==> src/rtl/axis_frame_arbiter.sv <==
// Frame-granular round-robin arbiter: NUM_SRC byte-wide AXI-Stream sources share one
// downstream sink, with whole frames granted and a programmable idle gap between frames.
//
// state | meaning
// IDLE  | no grant; arbitrate among requesting sources when enabled
// XFER  | granted source's lanes routed to m_axis until its tlast beat
// GAP   | inter-frame gap, m_axis idle, all sources held off
module axis_frame_arbiter #(
    parameter int NUM_SRC    = 4,
    parameter int IFG_CYCLES = 12,
    parameter int CNT_W      = 32
) (
    input  logic                       clk,
    input  logic                       rst,
    input  logic                       enable,
    input  logic [8*NUM_SRC-1:0]       s_axis_tdata,
    input  logic [NUM_SRC-1:0]         s_axis_tvalid,
    output logic [NUM_SRC-1:0]         s_axis_tready,
    input  logic [NUM_SRC-1:0]         s_axis_tlast,
    output logic [7:0]                 m_axis_tdata,
    output logic                       m_axis_tvalid,
    input  logic                       m_axis_tready,
    output logic                       m_axis_tlast,
    output logic [$clog2(NUM_SRC)-1:0] grant_id,
    output logic                       busy,
    output logic [CNT_W-1:0]           frames_granted
);

    localparam int GW = $clog2(NUM_SRC);
    localparam logic [7:0] GAP_LOAD = 8'((IFG_CYCLES == 0) ? 0 : IFG_CYCLES - 1);

    typedef enum logic [1:0] {IDLE, XFER, GAP} state_t;

    state_t          state, state_nxt;
    logic [GW-1:0]   last_grant;
    logic [GW-1:0]   sel_idx;
    logic            sel_valid;
    logic [GW:0]     cand;
    logic [7:0]      gap_cnt, gap_cnt_nxt;
    logic [7:0]      lane_data [NUM_SRC];
    logic            beat_last;
    logic            grant_now;

    for (genvar i = 0; i < NUM_SRC; i++) begin : g_lane
        assign lane_data[i] = s_axis_tdata[8*i +: 8];
    end

    // Scan from farthest to nearest so the nearest requester after last_grant wins.
    always_comb begin
        sel_valid = 1'b0;
        sel_idx   = '0;
        cand      = '0;
        for (int k = NUM_SRC; k >= 1; k--) begin
            cand = {1'b0, last_grant} + (GW+1)'(k);
            if (cand >= (GW+1)'(NUM_SRC)) begin
                cand = cand - (GW+1)'(NUM_SRC);
            end
            if (s_axis_tvalid[cand[GW-1:0]]) begin
                sel_valid = 1'b1;
                sel_idx   = cand[GW-1:0];
            end
        end
    end

    always_comb begin
        m_axis_tdata  = '0;
        m_axis_tvalid = 1'b0;
        m_axis_tlast  = 1'b0;
        s_axis_tready = '0;
        if (state == XFER) begin
            m_axis_tdata            = lane_data[grant_id];
            m_axis_tvalid           = s_axis_tvalid[grant_id];
            m_axis_tlast            = s_axis_tlast[grant_id];
            s_axis_tready[grant_id] = m_axis_tready;
        end
    end

    assign beat_last = (state == XFER) && m_axis_tvalid && m_axis_tready && m_axis_tlast;
    assign grant_now = (state == IDLE) && enable && sel_valid;
    assign busy      = (state != IDLE);

    always_comb begin
        state_nxt   = state;
        gap_cnt_nxt = gap_cnt;
        case (state)
            IDLE: begin
                if (grant_now) begin
                    state_nxt = XFER;
                end
            end
            XFER: begin
                if (beat_last) begin
                    if (IFG_CYCLES == 0) begin
                        state_nxt = IDLE;
                    end else begin
                        state_nxt   = GAP;
                        gap_cnt_nxt = GAP_LOAD;
                    end
                end
            end
            GAP: begin
                if (gap_cnt == 8'd0) begin
                    state_nxt = IDLE;
                end else begin
                    gap_cnt_nxt = gap_cnt - 8'd1;
                end
            end
            default: state_nxt = IDLE;
        endcase
    end

    always_ff @(posedge clk or posedge rst) begin
        if (rst) begin
            state          <= IDLE;
            gap_cnt        <= '0;
            grant_id       <= '0;
            last_grant     <= GW'(NUM_SRC - 1);
            frames_granted <= '0;
        end else begin
            state   <= state_nxt;
            gap_cnt <= gap_cnt_nxt;
            if (grant_now) begin
                grant_id   <= sel_idx;
                last_grant <= sel_idx;
            end
            if (beat_last) begin
                frames_granted <= frames_granted + CNT_W'(1);
            end
        end
    end

endmodule

==> config.mk <==
export PLATFORM = sky130hd
export DESIGN_NAME = axis_frame_arbiter
export DESIGN_NICKNAME = d
export VERILOG_FILES = /design/src/rtl/axis_frame_arbiter.sv
export SDC_FILE = /design/constraint.sdc
export NUM_CORES = 1
export LEC_CHECK = 0
export BUFFER_PORTS_ARGS = -buffer_cell sky130_fd_sc_hd__buf_2
export CAP_MARGIN = 10
export CORE_MARGIN = 1
export CORE_UTILIZATION = 40
export DETAILED_ROUTE_END_ITERATION = 10
export GPL_TIMING_DRIVEN = 0
export PLACE_DENSITY = 0.67
export SLEW_MARGIN = 15
export SYNTH_ARGS = -nofsm -noshare
export SYNTH_HDL_FRONTEND = slang
export SYNTH_SLANG_ARGS = --single-unit
==> constraint.sdc <==
create_clock -name clk -period 3.5 [get_ports clk]
set_input_delay 0.525 -clock clk [delete_from_list [all_inputs] [get_ports clk]]
set_output_delay 0.525 -clock clk [all_outputs]
set_load 0.02 [all_outputs]
After elaboration in Yosys (flattened, before gate mapping). Cells that the tools add are included.

Flip-flop bits (word level): 46. RAM bits: 0. Word-level logic and storage cells: 86. Latch bits: 0. Output and inout port bits: 49. Memories kept: 0. Memory bits (read-only): 0.

$add $sub $neg: 10. Reduce and logical (&&, ||, !) cells: 12. Multiplexer cells: 40. Order comparisons: 11. Bitwise operators: 2. Div/mod/pow operators: 0. Equal/unequal tests: 6. Shifts and indexed selects: 0. Multipliers: 0.

Operator list (count): 8-bit 2-to-1 mux (5); 32-bit by 1-bit adder with 32-bit output (second input constant) (1); 2-bit 2-to-1 mux (11); 8-bit binary-select mux with 2-bit select (1); 8-bit one-hot mux with 2 select lines (1); 3-bit greater-or-equal comparator (second input constant) (5); 2-bit by 3-bit less-than comparator with 1-bit output (second input constant) (5); 1-bit 2-to-1 mux (13); 1-bit binary-select mux with 2-bit select (6); 8-bit zero test (1); 2-bit != test (second input constant) (4); 2-bit by 1-bit subtractor with 2-bit output (second input constant) (4); 8-bit by 1-bit subtractor with 8-bit output (second input constant) (1); 2-bit by 2-bit adder with 3-bit output (second input constant) (2); 1-bit logical AND (6); 2-bit one-hot mux with 3 select lines (1); 3-bit AND reduction (2); 4-bit bitwise AND (1); 4-bit 2-to-1 mux (1); 2-bit nonzero test (2); 2-bit by 1-bit adder with 3-bit output (second input constant) (1); 2-bit by 3-bit adder with 3-bit output (second input constant) (1); 2-bit inverter with 3-bit output (1); 1-bit demux with 2-bit select (1); 4 further kinds (4).

Depth between registers and ports, before layout.
Word-level depth: 12. Gate-level depth with buffers: 8. Gate-level depth less buffers: 8.

Worst setup path after synthesis. OpenSTA, ideal clock, no wires.

Kind: register to output. From: register grant_id[0]. To: output port m_axis_tdata[2]. Path slack: 1.239 ns. Required time: 2.975 ns. Arrival: 1.736 ns. Cell stages (with the launch flop): 5. Path through: dfrtp_1 -> buf_6 -> clkbuf_1 -> mux4_2 -> nor2b_1.

Cells in the longest elaborated chain, start to end: 5.

RTL lines: start, declared (line 24) `output logic [$clog2(NUM_SRC)-1:0] grant_id,`; start signal, assigned (line 123) `grant_id <= sel_idx;`; 2-bit inverter with 3-bit output (not written as such) (line 71) `m_axis_tdata = lane_data[grant_id];`; 8-bit binary-select mux with 2-bit select (line 71); 8-bit 2-to-1 mux (not written as such) (2 in a row) (line 71); 8-bit 2-to-1 mux (line 70) `if (state == XFER) begin`; end, declared (line 20) `output logic [7:0] m_axis_tdata,`.

Every way passes these cells. The select of a mux whose other input is x is not followed.

Worst setup path after layout.
From: register grant_id[0]. To: output port m_axis_tdata[5].

The elaborated chain is that of the path after synthesis.

==> key figures <==
Finish
  • Nets: 384
  • Area growth from synthesis to layout: 26.8%
  • Most common cell after layout, fill and taps aside: buf_2
  • Multi-input logic area: 0.00134 mm²
  • Ant. Diodes: 0
  • Layout cells sized above 1: 0.368
  • Most frequent cells in the layout: buf_2, dfrtp_1, xnor2_1
  • Sequential cell area: 0.00115 mm²
  • Layout Cell Area excl Fill: 0.00325 mm²
  • Fillers: 547

Synth
  • Yosys cell types: 47
  • Post-synthesis sequential element count: 46
  • Mapped Cells: 237
  • Yosys warnings: 0
  • Sequential cell area fraction in the yosys report: 0.450
  • Mapped Avg Cell Area: 10.8 µm²
  • Synthesized net count: 284
  • Syn Std Cell Area: 0.00256 mm²

Timing
  • TNS Setup: 0 ns
  • Max frequency: 0.371 GHz
  • Worst Tran Pin Value: 0.598 ns
  • RSZ-0062 raised after global routing: no
  • Hold Vio Cnt, Final: 0
  • Minimum clock period after layout: 2.70 ns
  • Final critical-path share of the clock period: 0.771
  • Final setup fails: 0
  • Setup Skew: 0.00640 ns
  • Rel. slew slack: 0.601
  • Count of pins over their slew limit: 0

Clocking
  • Post-CTS Hold Fix Bufs: 0
  • Worst-Skew Late Latency: 0.29 ns
  • Root buffer selected by CTS: clkbuf_8
  • CTS Buf Count: 5
  • Worst-case clock buffer depth: 2
  • Reg clk slew, reported paths: 0.08 ns
  • Post-CTS Setup Inserts: 0
  • Htree depth: 2
  • CTS tree: built
  • # resized after CTS: 0
  • Clk sinks: 46

GRT
  • Vias in the first global route: 2063
  • Largest net degree at the start of global routing: 25
  • First-pass GRT wire length: 9.69 mm
  • Tot GR Track Use: 0.191
  • GR Overflow Total: 0
  • Initial antenna violation count: 0

Setup path
  • Setup crit end kind: output pin
  • Worst Path Required: 2.97 ns
  • Critical-path cell list: buf_6 -> clkbuf_1 -> mux4_2 -> nor2b_1 -> buf_2
  • CP arrival: 2.17 ns
  • Reg2reg start: grant_id[0]
  • CP Max Fanout: 10
  • Worst Setup SP: grant_id[0]
  • CP max stage cell: mux4_2
  • Kind of critical path: flip-flop to output pin
  • CP Launch Type: flip-flop
  • Crit path largest cell delay: 0.57 ns

Detailed routing
  • Total Wirelength: 5.76 mm
  • DRC: 0
  • Routed len/inst: 14.0 µm
  • Antenna-violating nets left: 0
  • Vias post-DR: 2115
  • Vias per inst: 5.13
  • Initial DRC count: 98
  • Drt pass-1 iters: 4

Floorplan
  • Die height: 82.0 µm
  • Die X: 82.0 µm
  • Die area: 0.00673 mm²
  • Placeable Area: 0.00606 mm²
  • Starting Density: 0.423
  • IO Pins: 93
  • Standard-cell rows: 28

Power and ir drop
  • Internal power: 1230 µW
  • Leak: 0.00162 µW
  • Switching share of power: 0.382
  • Clock share of power: 0.200
  • Seq pwr share: 0.371
  • Pwr dens: 610 mW/mm²
  • Combinational share of power: 0.429
  • Worst vdd ir: 0.000416 V
  • Sw Pwr: 757 µW

Placed design
  • Post-DP HPWL: 4.60 mm
  • Post-DP Area: 0.00314 mm²
  • Placer's final routability congestion estimate: 0.782
  • Buffers on Ports: 92

Min path
  • Hold WC Path Type: input port to async pin

Run
  • Max-Cap Viols: 0

Outcome
  • Run status: complete, no violations
-- metrics by stage --
stage / std cells / total power [µW] / util / setup WS [ns] / hold slack (ns)
3_3_place_gp: 404 / 1590 / 0.514 / 1.08 / 0.454
6_report: 412 / 1980 / 0.536 / 0.801 / 0.249
3_5_place_dp: 405 / 1610 / 0.518 / 1.09 / 0.454
2_1_floorplan: 237 / 1340 / - / 1.24 / 0.462
4_1_cts: 412 / 2010 / 0.536 / 0.753 / 0.258
5_1_grt: 412 / 2120 / 0.536 / 0.617 / 0.284
-- synthesized netlist by cell type (all sizes together) --
cell	number	area (µm²)
a21oi	4	20.0
a221oi	1	8.76
a22oi	1	7.51
a311oi	1	8.76
a31oi	1	6.26
and2	3	18.8
and3	7	43.8
and3b	1	8.76
and4	3	26.3
buf	4	25.0
clkbuf	2	7.51
dfrtp	44	1100
dfstp	2	52.6
ha	3	37.5
inv	11	41.3
mux2i	1	10.0
mux4	10	225
nand2	19	71.3
nand2b	3	18.8
nand3	12	72.6
nand3b	1	7.51
nand4	6	37.5
nor2	14	52.6
nor2b	13	81.3
nor3	12	81.3
nor3b	4	30.0
nor4	4	46.3
o211ai	2	15.0
o21ai	5	25.0
o21bai	1	7.51
o221ai	1	8.76
o31a	1	8.76
o31ai	1	7.51
o32a	1	10.0
or3	2	17.5
or4	1	7.51
xnor2	23	201
xor2	12	105
-- worst max-delay path: cells and delay by family (launching register included) --
kind                   cells  cell delay (ns)
buffers and inverters      3             0.80
multiplexers               1             0.57
AND/OR/NAND/NOR            1             0.14
flip-flops                 1             0.37
-- sequential cells by signal (all words and copies together) (netlist names) --
| signal | flops |
|---|---|
| gap_cnt | 8 |
| state | 2 |
| grant_id | 2 |
| frames_granted | 32 |
| last_grant | 2 |
-- kinds of logic (layout without fill, tap and decap cells) --
family / Yosys count / count (layout) / synth area share
compound gates: 20 / 20 / 0.0523
xor+xnor: 35 / 35 / 0.120
fa+ha+maj: 3 / 3 / 0.0146
buf+inv: 17 / 117 / 0.0288
flops: 46 / 46 / 0.450
mux: 11 / 11 / 0.0918
simple gates: 105 / 105 / 0.243
-- power groups by stage --
stage	logic, µW	registers, µW	clock network [µW]
floorplan	584	760	0
global placement	845	742	0
detailed placement	862	744	0
CTS	863	736	411
global route	930	757	432
finish	851	736	397
-- layer usage --
layer  track usage  share of wire  vias up
li1              -              -     1042
met1         0.254           0.46     1005
met2         0.302           0.48       55
met3        0.0422          0.041       13
met4        0.0702          0.020        0
met5             0              0        -
-- worst paths after layout --
| kind | slack, ns | depth (start not counted) | endpoint |
|---|---|---|---|
| worst min register to register | 0.46 | 1 | frames_granted[31] |
| max in group asynchronous | 2.67 | 3 | last_grant[0] |
| worst max register to register | 1.52 | 7 | frames_granted[5] |
| worst min-delay path | 0.25 | 2 | frames_granted[28] |
| worst max-delay path | 0.80 | 5 | m_axis_tdata[5] |
| min in group clk | 0.46 | 1 | frames_granted[31] |
-- cell type report --
class / instances / area share
multi-input cells: 174 / 0.411
flip-flops and latches: 46 / 0.355
repair buffers: 93 / 0.148
well taps: 75 / 0.0289
clock buffers: 6 / 0.0254
inverters: 11 / 0.0127
plain buffers: 6 / 0.0100
clock inverters: 1 / 0.00924
Note: power is estimated with default switching activity, not from simulation.
